==> src/rtl/cnu_msg_expander.sv <==
// rtl/cnu_msg_expander.sv - serial expander of a compressed min-sum check-node result
// One captured result (min1/min2/min1_idx/signs) becomes CN_DEGREE registered extrinsic beats.
module cnu_msg_expander #(
    parameter int QUAN_SIZE = 3,
    parameter int CN_DEGREE = 6,
    parameter int IDX_WIDTH = 3
) (
    input  logic                 sys_clk,
    input  logic                 rstn,
    input  logic                 in_valid,
    output logic                 in_ready,
    input  logic [QUAN_SIZE-1:0] min1_mag,
    input  logic [QUAN_SIZE-1:0] min2_mag,
    input  logic [IDX_WIDTH-1:0] min1_idx,
    input  logic [CN_DEGREE-1:0] sign_vec,
    output logic                 out_valid,
    input  logic                 out_ready,
    output logic [QUAN_SIZE-1:0] out_mag,
    output logic                 out_sign,
    output logic [IDX_WIDTH-1:0] out_idx,
    output logic                 out_last
);

    typedef enum logic {S_IDLE = 1'b0, S_EMIT = 1'b1} state_t;

    state_t                 r_state;
    state_t                 w_next_state;
    logic [QUAN_SIZE-1:0]   r_min1;
    logic [QUAN_SIZE-1:0]   r_min2;
    logic [IDX_WIDTH-1:0]   r_min1_idx;
    logic [CN_DEGREE-1:0]   r_sign_vec;
    logic                   r_sign_prod;
    logic [QUAN_SIZE-1:0]   r_out_mag;
    logic                   r_out_sign;
    logic [IDX_WIDTH-1:0]   r_out_idx;
    logic                   r_out_last;

    logic                   w_load;
    logic                   w_xfer;
    logic                   w_step;
    logic [IDX_WIDTH-1:0]   w_beat_idx;
    logic [QUAN_SIZE-1:0]   w_src_min1;
    logic [QUAN_SIZE-1:0]   w_src_min2;
    logic [IDX_WIDTH-1:0]   w_src_min1_idx;
    logic [CN_DEGREE-1:0]   w_src_sign_vec;
    logic                   w_src_sign_prod;

    always_ff @(posedge sys_clk) begin
        if (!rstn) begin
            r_state <= S_IDLE;
        end else begin
            r_state <= w_next_state;
        end
    end

    always_comb begin
        w_next_state = r_state;
        case (r_state)
            S_IDLE: if (in_valid) w_next_state = S_EMIT;
            S_EMIT: if (w_xfer && r_out_last && !in_valid) w_next_state = S_IDLE;
            default: w_next_state = S_IDLE;
        endcase
    end

    always_comb begin
        out_valid = (r_state == S_EMIT);
        in_ready  = rstn & ((r_state == S_IDLE) |
                            ((r_state == S_EMIT) & out_ready & r_out_last));
    end

    assign w_load = in_valid & in_ready;
    assign w_xfer = out_valid & out_ready;
    assign w_step = w_xfer & ~r_out_last;

    // The next beat is built either from the live inputs (fresh result) or the captured copy.
    assign w_beat_idx      = w_load ? '0 : r_out_idx + IDX_WIDTH'(1);
    assign w_src_min1      = w_load ? min1_mag : r_min1;
    assign w_src_min2      = w_load ? min2_mag : r_min2;
    assign w_src_min1_idx  = w_load ? min1_idx : r_min1_idx;
    assign w_src_sign_vec  = w_load ? sign_vec : r_sign_vec;
    assign w_src_sign_prod = w_load ? ^sign_vec : r_sign_prod;

    always_ff @(posedge sys_clk) begin
        if (!rstn) begin
            r_min1      <= '0;
            r_min2      <= '0;
            r_min1_idx  <= '0;
            r_sign_vec  <= '0;
            r_sign_prod <= 1'b0;
            r_out_mag   <= '0;
            r_out_sign  <= 1'b0;
            r_out_idx   <= '0;
            r_out_last  <= 1'b0;
        end else begin
            if (w_load) begin
                r_min1      <= min1_mag;
                r_min2      <= min2_mag;
                r_min1_idx  <= min1_idx;
                r_sign_vec  <= sign_vec;
                r_sign_prod <= ^sign_vec;
            end
            if (w_load || w_step) begin
                r_out_mag  <= (w_beat_idx == w_src_min1_idx) ? w_src_min2 : w_src_min1;
                r_out_sign <= w_src_sign_prod ^ w_src_sign_vec[w_beat_idx];
                r_out_idx  <= w_beat_idx;
                r_out_last <= (w_beat_idx == IDX_WIDTH'(CN_DEGREE - 1));
            end
        end
    end

    assign out_mag  = r_out_mag;
    assign out_sign = r_out_sign;
    assign out_idx  = r_out_idx;
    assign out_last = r_out_last;

endmodule
==> config.mk <==
export PLATFORM = sky130hd
export DESIGN_NAME = cnu_msg_expander
export DESIGN_NICKNAME = d
export VERILOG_FILES = /design/src/rtl/cnu_msg_expander.sv
export SDC_FILE = /design/constraint.sdc
export NUM_CORES = 1
export LEC_CHECK = 0
export CORE_UTILIZATION = 30
export DETAILED_ROUTE_END_ITERATION = 10
export SLEW_MARGIN = 10
export SYNTH_ARGS = -nofsm -noshare
export SYNTH_HDL_FRONTEND = slang
export SYNTH_SLANG_ARGS = --single-unit
==> constraint.sdc <==
create_clock -name sys_clk -period 1.8 [get_ports sys_clk]
set_clock_uncertainty 0.1 [all_clocks]
set_input_delay 0.27 -clock sys_clk [delete_from_list [all_inputs] [get_ports sys_clk]]
set_output_delay 0.27 -clock sys_clk [all_outputs]
set_load 0.02 [all_outputs]
Word-level counts from Yosys, hierarchy flattened
Cells that the tools add are included. W data, S select, Z words.

Bits of input ports: 19. Register bits: 25. Word-level logic and storage cells: 40. Output and inout port bits: 10.

Bitwise gates (word level): 9. Mux-type cells: 12. $lt $le $gt $ge: 1. Reduce and logical (&&, ||, !) cells: 5. Add/subtract/negate cells: 1. Equal/unequal tests: 2.

Operators by type and width (count): $mux W3 (5); $mux W6 (1); $reduce_xor A6 Y1 (1); $and A1 B1 Y1 (5); $lt A3 B4 Y1 const B (1); $mux W1 (4); $add A3 B1 Y3 const B (1); $bmux W1 S3 (1); $eq A3 B3 Y1 (1); $eq A3 B3 Y1 const B (1); $logic_and A1 B1 Y1 (2); $not A1 Y1 (2); $pmux W1 S2 (1); $logic_not A1 Y1 (1); $logic_or A1 B1 Y1 (1); $or A1 B1 Y1 (1); $xor A1 B1 Y1 (1).

Longest topological paths before layout
Gate-level depths: netlist of run 1.

Depth in word-level cells: 9. Depth in mapped cells: 7. Gate-level depth less buffers: 6.

Worst setup path before layout of run 1
No wires, ideal clock.

Path kind: register to register. From: register r_out_idx[0] (netlist: out_idx[0]). To: register r_out_sign (netlist: out_sign). Required time: 1583 ps. Library setup time: 117 ps. Cell stages (with the launch flop): 7. Path slack: -67 ps. Period minus slack after synthesis: 1867 ps. Path buffers: 1. Arrival time: 1650 ps. Path through: dfxtp_1 -> buf_2 -> mux4_2 -> nand2_1 -> a31oi_4 -> xnor2_1 -> a22o_1.

Word-level cells in the longest chain between the ends: 5.

Ends and longest elaborated chain: from (decl) (line 35) `logic [IDX_WIDTH-1:0] r_out_idx;`; from (signal assigned) (line 105) `r_out_idx <= w_beat_idx;`; $add A3 B1 Y3 (line 76) `assign w_beat_idx = w_load ? '0 : r_out_idx + IDX_WIDTH'(1);`; $mux W3 (line 76); $bmux W1 S3 (line 104) `r_out_sign <= w_src_sign_prod ^ w_src_sign_vec[w_beat_idx];`; $mux W1 (not written as such) (line 104); $xor A1 B1 Y1 (line 104); to (signal assigned) (line 104); to (decl) (line 34) `logic r_out_sign;`.

No other way between the ends. The select of a mux whose other input is x is not followed. A chain may end at the register's enable or synchronous reset.

Worst setup path after layout of run 1
From: register r_out_idx[1] (netlist: out_idx[1]). To: register r_out_sign (netlist: out_sign).

The elaborated chain is that of the path after synthesis.

==> run_results.csv, run 1 <==
group,metric,value,unit
global_routing,grt_pass1_vias,992,
routing,drtIter0Drc,35,
worst_setup_path,cp.arrival,1.80,ns
synth,yosysSeqAreaShare,0.4193,
sta,setup_violations,0,
floorplanning,ios,29,
final_layout,finalInstanceArea,0.001863,sq mm
worst_hold_path,whs_path_depth,2,
routing,via_count,1025,
routing,drc,0,
clocking,cts_root_buffer,"clkbuf_8",
synth,synth-edff-count,0,
sta,report.final.slew_viol_count,0,
synth,ys.flop_type,"dfxtp_1",
floorplanning,die_w,65.08,microns
worst_setup_path,critPathKind,"reg -> reg",
sta,rsz0062_at_grt,"false",
worst_setup_path,r2r_end,"out_sign$_SDFFE_PN0P_",
synth,synthCells,123,
power,ir_drop,0.2836,mV
clocking,hold_buffers,0,
clocking,cts_buffers,3,
synth,postSynthAreaPerCell,9.704,sq um
place,postPlaceCellArea,0.001724,sq mm
sta,relSlewSlack,0.7934,
global_routing,grt_max_degree,17,
final_layout,diodes,0,
worst_setup_path,cp-start-kind,"flop",
global_routing,grt_pass1_wl,4409,microns
sta,hold_viol,0,
synth,async_reset_ff_frac,0,
worst_setup_path,regToRegStartpoint,"out_idx[1]$_SDFFE_PN0P_",
synth,synth.distinct_cells,28,
final_layout,fin_util,0.4977,
place,io_buffers,28,
floorplanning,dieArea,0.004235,sq mm
run_status,status,"finished clean",
routing,routed_via_density,4.515,
worst_setup_path,worst_ep_required_time,1.87,ns
worst_setup_path,cp-end-kind,"flop",
routing,routed_wl,2594,microns
final_layout,drive_above_1_share,0.2737,
final_layout,nets,200,
synth,synthTopCellsByArea,"dfxtp_1 (42%), mux2i_1 (9.2%), nand2_1 (7.2%)",
global_routing,antenna_found_initial,0,
clocking,cts_tree,"done",
clocking,insertion_delay,0.27,ns
floorplanning,core_area,0.003744,sq mm
worst_setup_path,r2r_slack,0.07,ns
clocking,cts.clk_slew.worst_paths,0.09,ns
worst_hold_path,whs_endpoint,"out_valid$_SDFF_PN0_",
place,place_hpwl,2041,microns
worst_hold_path,min_from,"in_valid",
worst_hold_path,min_path_type,"in -> reg",
sta,fin_crit,1.733,ns
place,gp_congestion,0.7733,
sta,setup_ws,0.06689,ns
final_layout,fill_cells,356,
routing,routedWlPerCell,11.43,microns
clocking,cts_sinks,25,
routing,ant_nets,0,
synth,synth_fp_nets,143,
floorplanning,dieHeight,65.08,microns
clocking,cts.htree.levels,1,
synth,synth.top_cell.area_share,0.4193,
final_layout,syn_to_final_growth,56.08,%
synth,yosysTopAreaCell,"dfxtp_1",
sta,min_period_over_period,0.9628,
floorplanning,rows,22,
place,pre_cts_ws,-0.2946,ns
floorplanning,start_util,0.3189,
global_routing,grt.overflow.total,0,
synth,synth_seq_cells,25,
global_routing,grt.total_usage,0.1358,
worst_setup_path,cp_max_fo,3,
routing,drtPass1Iterations,4,
power,leakagePower,0.8269,nW
sta,fmax,577.0,MHz
job,drv_cap,0,
synth,syn_area,0.001194,sq mm
sta,max_slew.worst_pin.slew,0.3088,ns
clocking,cts_max_path_buffers,2,
power,power_density,650.0,mW/mm^2
synth,yosys_warnings,0,
worst_setup_path,r2r_cells,6,
stage by stage:
step / setup TNS [ns] / total power [mW] / cells / hold WS [ns]
3_5_place_dp: -2.607 / 0.8804 / 222 / 0.3603
2_1_floorplan: 0 / 0.7397 / 123 / 0.2690
6_report: 0 / 1.211 / 227 / 0.2004
3_3_place_gp: -2.217 / 0.8742 / 222 / 0.3554
4_1_cts: 0 / 1.212 / 227 / 0.3724
5_1_grt: 0 / 1.275 / 227 / 0.2147
routing by layer:
layer / global-route usage / up-vias / routed length, microns
li1: - / 526 / -
met3: 0.01585 / 5 / 60
met4: 0.05707 / 0 / 53
met1: 0.1745 / 478 / 1252
met5: 0 / - / 0
met2: 0.2279 / 16 / 1228
power breakdown:
part	leakage (nW)	total (mW)	switching [mW]	internal [mW]
clock	0.0228	0.336	0.177	0.158
combinational	0.599	0.282	0.114	0.169
sequential	0.205	0.593	0.0140	0.579
kinds of logic (layout without fill, tap and decap cells):
logic type	after synthesis	in the layout	synth area share
buffers and inverters	7	63	0.03564
flip-flops	25	25	0.4193
XOR/XNOR	11	11	0.09225
multiplexers	12	12	0.1111
adder cells (fa/ha/maj)	1	1	0.01048
AND/OR/NAND/NOR	46	46	0.1751
AO/OA/AOI/OAI	21	21	0.1562
area by class of cell:
type                       count  area, sq um  area share
inverter                       2        7.507    0.004030
tap                           48        60.06     0.03224
sequential                    25        503.0      0.2700
clock buffer                   4        45.04     0.02418
timing repair buffer          57        530.5      0.2848
multi-input combinational     91        716.9      0.3848
worst max-delay path, stage by stage, from the launching register on:
cell and delay (ns):
dfxtp_2 0.35, ha_4 0.18, xnor2_4 0.16, or3_4 0.39, a31oi_4 0.18, xnor2_1 0.09
a22o_1 0.19
cells in the final DEF (no fill, tap or decap), types with 2 or more instances in the layout:
cell type,count
mux2i_1,9
xor2_1,2
xnor2_1,5
buf_4,27
nor2b_1,8
dlymetal6s2s_1,6
dfxtp_1,23
nand2_1,23
dfxtp_2,2
nor2_1,7
clkdlybuf4s50_1,21
a21boi_0,8
a22o_1,4
a31oi_4,2
o21ai_0,2
inv_1,2
clkbuf_8,3
mux2i_2,2
Yosys cell counts (2+ instances only):
library cell   n
inv_1          2
buf_6          2
a21boi_0       8
or3_1          2
nor2b_1        8
nand2_1       23
clkbuf_1       2
a22o_1         4
nor3_1         2
dfxtp_1       25
nor2_1         7
o21ai_0        3
a31oi_4        2
mux2i_1       11
xnor2_1        7
xor2_1         3
sequential cells by signal, summed over array words and instances (netlist names):
name	count
r_min2	3
out_valid	1
out_last	1
r_min1_idx	3
out_mag	3
out_idx	3
r_min1	3
out_sign	1
r_sign_prod	1
r_sign_vec	6
repair_timing:
action                     CTS  global route
gates resized for setup      6            16
pin swaps                    4             6
setup endpoints to repair    5             7
buffers inserted             1             0
worst max-delay path by stage:
stage | from | to | slack, ns | cells past startpoint
5_1_grt | sign_vec[1] | out_sign$_SDFFE_PN0P_ | 0.0001 | 6
2_1_floorplan | out_idx[0]$_SDFFE_PN0P_ | out_sign$_SDFFE_PN0P_ | 0.01 | 6
3_3_place_gp | out_ready | in_ready | -0.29 | 5
6_report | out_idx[1]$_SDFFE_PN0P_ | out_sign$_SDFFE_PN0P_ | 0.07 | 6
3_5_place_dp | out_ready | in_ready | -0.29 | 5
4_1_cts | sign_vec[4] | out_sign$_SDFFE_PN0P_ | 0.0008 | 6
Note: power is estimated with default switching activity, not from simulation.
==> run 2, diff against run 1 <==
Settings changed: CORE_UTILIZATION 30 to 43, PLACE_DENSITY from default to 0.74.
==> run_results.csv, run 2 (synthesis results as in run 1) <==
group,metric,value,unit
run_status,status,"finished clean",
worst_hold_path,min_path_type,"reg -> reg",
clocking,insertion_delay,0.32,ns
clocking,cts_root_buffer,"clkbuf_4",
routing,routed_via_density,4.952,
floorplanning,dieHeight,54.69,microns
final_layout,layout_common_cells,"buf_4 (26), nand2_1 (23), clkdlybuf4s50_1 (23), dfxtp_1 (23), mux2i_1 (11)",
routing,routedWlPerCell,13.72,microns
clocking,cts_sinks,25,
final_layout,fill_cells,195,
worst_setup_path,worst_ep_required_time,1.94,ns
sta,setup_violations,0,
sta,fin_crit,1.756,ns
final_layout,largest_reg_flops,6,
routing,ant_nets,0,
clocking,cts.clk_slew.worst_paths,0.14,ns
clocking,cts_tree,"done",
final_layout,diodes,0,
clocking,cts_buffers,3,
final_layout,finalInstanceArea,0.001753,sq mm
worst_hold_path,whs_path_depth,2,
sta,relSlewSlack,0.8245,
routing,routed_wl,2841,microns
clocking,hold_buffers,0,
power,leakagePower,0.7755,nW
worst_setup_path,cp-end-kind,"flop",
sta,finalSetupTns,0,ns
sta,max_slew.worst_pin.slew,0.2559,ns
power,power_density,638.9,mW/mm^2
floorplanning,dieArea,0.002990,sq mm
global_routing,grt_max_degree,20,
routing,drtPass1Iterations,4,
final_layout,final_common_cell,"buf_4",
worst_setup_path,cp-start-kind,"flop",
sta,min_period_over_period,0.9756,
worst_setup_path,r2r_cells,6,
global_routing,grt_pass1_vias,984,
clocking,post-cts-setup-buffers,0,
worst_setup_path,cp.arrival,1.89,ns
final_layout,drive_above_1_share,0.2429,
power,ir_drop,0.6065,mV
worst_setup_path,cp.depth,6,
sta,hold_viol,0,
final_layout,nets,198,
worst_setup_path,critPathKind,"reg -> reg",
worst_setup_path,crit_chain,"ha_2, xnor2_4, or3_4, a31oi_4, xnor2_1, a22o_1",
place,place_hpwl,2259,microns
routing,drtIter0Drc,17,
clocking,cts_max_path_buffers,2,
routing,drc,0,
worst_setup_path,path_buf_inv,0,
global_routing,grt.overflow.total,0,
worst_setup_path,cp_max_fo,4,
floorplanning,die_w,54.69,microns
floorplanning,core_area,0.002545,sq mm
worst_setup_path,path_delay_family,"simple AND/OR/NAND/NOR gates",
place,postPlaceCellArea,0.001694,sq mm
place,gp_congestion,0.7357,
sta,report.final.slew_viol_count,0,
worst_setup_path,slowest_delay,0.39,ns
routing,via_count,1025,
global_routing,grt.total_usage,0.2122,
job,drv_cap,0,
clocking,cts.htree.levels,1,
place,io_buffers,28,
global_routing,antenna_found_initial,0,
floorplanning,rows,18,
final_layout,syn_to_final_growth,46.86,%
final_layout,regMostFlops,"r_sign_vec",
floorplanning,start_util,0.4690,
worst_setup_path,r2r_slack,0.04,ns
floorplanning,ios,29,
sta,fmax,569.5,MHz
sta,hold_ws,0.3864,ns
global_routing,grt_pass1_wl,4429,microns
worst_setup_path,slowest_stage,"or3_4",
sta,rsz0062_at_grt,"true",
-- run 2: cell count changes in the layout (fill, tap and decap cells not counted), sizes merged --
cell           previous run  this run
clkdlybuf4s50            21        23
dlygate4sd2               0         2
clkinv                    0         1
dlymetal6s2s              6         2
buf                      29        27
clkdlybuf4s15             1         0
-- run 2: per-layer routing --
metal,share of wire,global-route usage,vias up
li1,-,-,521
met4,0.0074,0.05128,0
met3,0.044,0.02500,2
met2,0.51,0.3635,29
met1,0.43,0.2788,473
met5,0,0,-
-- run 2: power breakdown --
| group | switching (mW) | internal [mW] | leakage [nW] |
|---|---|---|---|
| clock network | 0.171 | 0.0833 | 0.0177 |
| logic | 0.114 | 0.159 | 0.553 |
| registers | 0.0129 | 0.580 | 0.205 |
| total | 0.298 | 0.822 | 0.775 |
-- run 2: final timing paths --
path	from	endpoint
setup / recovery	out_idx[0]$_SDFFE_PN0P_	out_sign$_SDFFE_PN0P_
hold / removal	r_sign_vec[3]$_SDFF_PN0_	r_sign_vec[3]$_SDFF_PN0_
setup reg to reg	out_idx[0]$_SDFFE_PN0P_	out_sign$_SDFFE_PN0P_
hold reg to reg	r_sign_vec[3]$_SDFF_PN0_	r_sign_vec[3]$_SDFF_PN0_
-- run 2: worst register-to-register path: cells and delay by family (launching register included) --
kind,cells,cell delay [ns]
simple gates,1,0.39
compound gates,2,0.38
fa+ha+maj,1,0.21
flops,1,0.35
xor+xnor,2,0.24
-- run 2: through the flow --
step | cells | worst slack [ns] | power (mW) | utilization
6_report | 207 | 0.04400 | 1.120 | 0.6888
5_1_grt | 207 | -0.03441 | 1.187 | 0.6888
4_1_cts | 207 | 0.001358 | 1.132 | 0.6804
3_5_place_dp | 203 | -0.2826 | 0.8797 | 0.6657
3_3_place_gp | 203 | -0.2745 | 0.8693 | 0.6657
2_1_floorplan | 123 | 0.01166 | 0.7397 | -
-- run 2: area by class of cell --
type	instances	area, sq um	area share
Multi-Input combinational cell	91	684.4	0.3904
Clock inverter	1	5.005	0.002855
Timing Repair Buffer	55	493.0	0.2812
Tap cell	30	37.54	0.02141
Sequential cell	25	503.0	0.2869
Clock buffer	3	22.52	0.01285
Inverter	2	7.507	0.004283
-- run 2: repair_timing --
item | 4_1_cts | 5_1_grt
gates resized for setup | 6 | 6
endpoints found under the setup margin | 7 | 7
hold endpoints to repair | 0 | 0
pin swaps | 0 | 1
==> run 3, diff against run 2 <==
Settings changed: CORE_ASPECT_RATIO from default to 0.8.
==> run_results.csv, run 3 (synthesis results as in run 1) <==
group,metric,value,unit
run_status,status,"finished clean",
sta,hold_viol,0,
clocking,cts.htree.levels,1,
sta,report.final.slew_viol_count,0,
global_routing,grt.total_usage,0.2057,
sta,relSlewSlack,0.7878,
worst_setup_path,path_delay_family,"XOR/XNOR gates",
routing,routed_wl,2792,microns
routing,drtPass1Iterations,4,
place,io_buffers,28,
worst_setup_path,cp_max_fo,4,
clocking,cts_buffers,3,
worst_setup_path,critPathKind,"reg -> reg",
final_layout,diodes,0,
sta,fin_crit,1.758,ns
final_layout,syn_to_final_growth,50.73,%
place,place_hpwl,2117,microns
global_routing,antenna_found_initial,0,
worst_setup_path,cp-end-kind,"flop",
sta,rsz0062_at_grt,"false",
power,power_density,624.9,mW/mm^2
routing,routedWlPerCell,12.93,microns
worst_setup_path,slowest_stage,"dfxtp_2",
clocking,cts.clk_slew.worst_paths,0.13,ns
power,ir_drop,0.3842,mV
sta,max_slew.worst_pin.slew,0.3094,ns
worst_setup_path,path_buf_inv,0,
final_layout,final_common_cell,"buf_4",
sta,fmax,568.9,MHz
sta,min_period_over_period,0.9765,
worst_setup_path,cp.arrival,1.89,ns
global_routing,grt_pass1_vias,1030,
worst_setup_path,worst_ep_required_time,1.93,ns
floorplanning,dieHeight,49.13,microns
clocking,hold_buffers,0,
worst_setup_path,cp-start-kind,"flop",
worst_setup_path,crit_chain,"ha_4, xnor2_4, xor2_1, a31oi_4, mux2i_1, a22o_1",
floorplanning,start_util,0.4695,
clocking,cts_root_buffer,"clkbuf_4",
sta,finalSetupTns,0,ns
power,p_total,1.124,mW
floorplanning,core_area,0.002542,sq mm
routing,drtIter0Drc,43,
floorplanning,rows,16,
clocking,cts_max_path_buffers,2,
routing,via_count,1023,
routing,routed_via_density,4.736,
final_layout,drive_above_1_share,0.2611,
clocking,cts_tree,"done",
clocking,cts_sinks,25,
final_layout,layout_common_cells,"buf_4 (28), dfxtp_1 (23), nand2_1 (22), clkdlybuf4s50_1 (22), mux2i_1 (11)",
worst_setup_path,slowest_delay,0.36,ns
global_routing,grt_max_degree,20,
job,drv_cap,0,
sta,setup_ws,0.04222,ns
sta,setup_violations,0,
clocking,insertion_delay,0.32,ns
place,gp_congestion,0.7846,
routing,ant_nets,0,
global_routing,grt.overflow.total,0,
final_layout,nets,201,
floorplanning,die_w,60.91,microns
floorplanning,dieArea,0.002992,sq mm
global_routing,grt_pass1_wl,4498,microns
floorplanning,ios,29,
final_layout,largest_reg_flops,6,
routing,drc,0,
final_layout,fin_util,0.7077,
place,pre_cts_ws,-0.3008,ns
final_layout,regMostFlops,"r_sign_vec",
power,leakagePower,0.7986,nW
worst_setup_path,r2r_slack,0.04,ns
worst_hold_path,min_path_type,"reg -> reg",
-- run 3: area by class of cell --
class                           count  area [sq um]
Tap cell                           36         45.04
Multi-Input combinational cell     91         699.4
Sequential cell                    25         503.0
Fill cell                         195         743.2
Timing Repair Buffer               58         518.0
Inverter                            2         7.507
Clock buffer                        4         26.28
-- run 3: repair_timing --
item / in CTS / in global routing
endpoints found under the hold margin: 0 / 0
gates resized for setup: 9 / 8
pin swaps: 3 / 2
setup buffers: 1 / 3
endpoints found under the setup margin: 7 / 6
-- run 3: where the power goes --
part	internal (mW)	leakage, nW	total (mW)	switching (mW)
clock network	0.0870	0.0150	0.251	0.164
registers	0.580	0.205	0.592	0.0127
logic	0.166	0.579	0.281	0.115
total	0.833	0.799	1.12	0.292
-- run 3: final timing paths --
check                                         startpoint                       end  cells past startpoint
worst max-delay path             out_idx[0]$_SDFFE_PN0P_   out_mag[2]$_SDFFE_PN0P_                      6
worst min-delay path            r_sign_vec[3]$_SDFF_PN0_  r_sign_vec[3]$_SDFF_PN0_                      2
worst max register to register   out_idx[0]$_SDFFE_PN0P_   out_mag[2]$_SDFFE_PN0P_                      6
worst min register to register  r_sign_vec[3]$_SDFF_PN0_  r_sign_vec[3]$_SDFF_PN0_                      2
-- run 3: routing by layer --
layer,up-vias,global-route usage,wire [microns]
li1,531,-,-
met1,467,0.2442,1254
met2,20,0.3571,1398
met3,5,0.05570,92
met4,0,0.05682,47
met5,-,0,0
-- run 3: tightest hold or removal path, stage by stage (launching register included) --
cell and delay [ns]:
dfxtp_1 0.33, nand2_1 0.04, a21boi_0 0.06
-- run 3: metrics by stage --
step | hold WS [ns] | cells | area [sq um]
floorplan | 0.2690 | 123 | 1196
global placement | 0.3513 | 208 | 1694
detailed placement | 0.3566 | 208 | 1694
CTS | 0.3741 | 213 | 1750
global route | 0.4061 | 216 | 1799
finish | 0.3702 | 216 | 1799
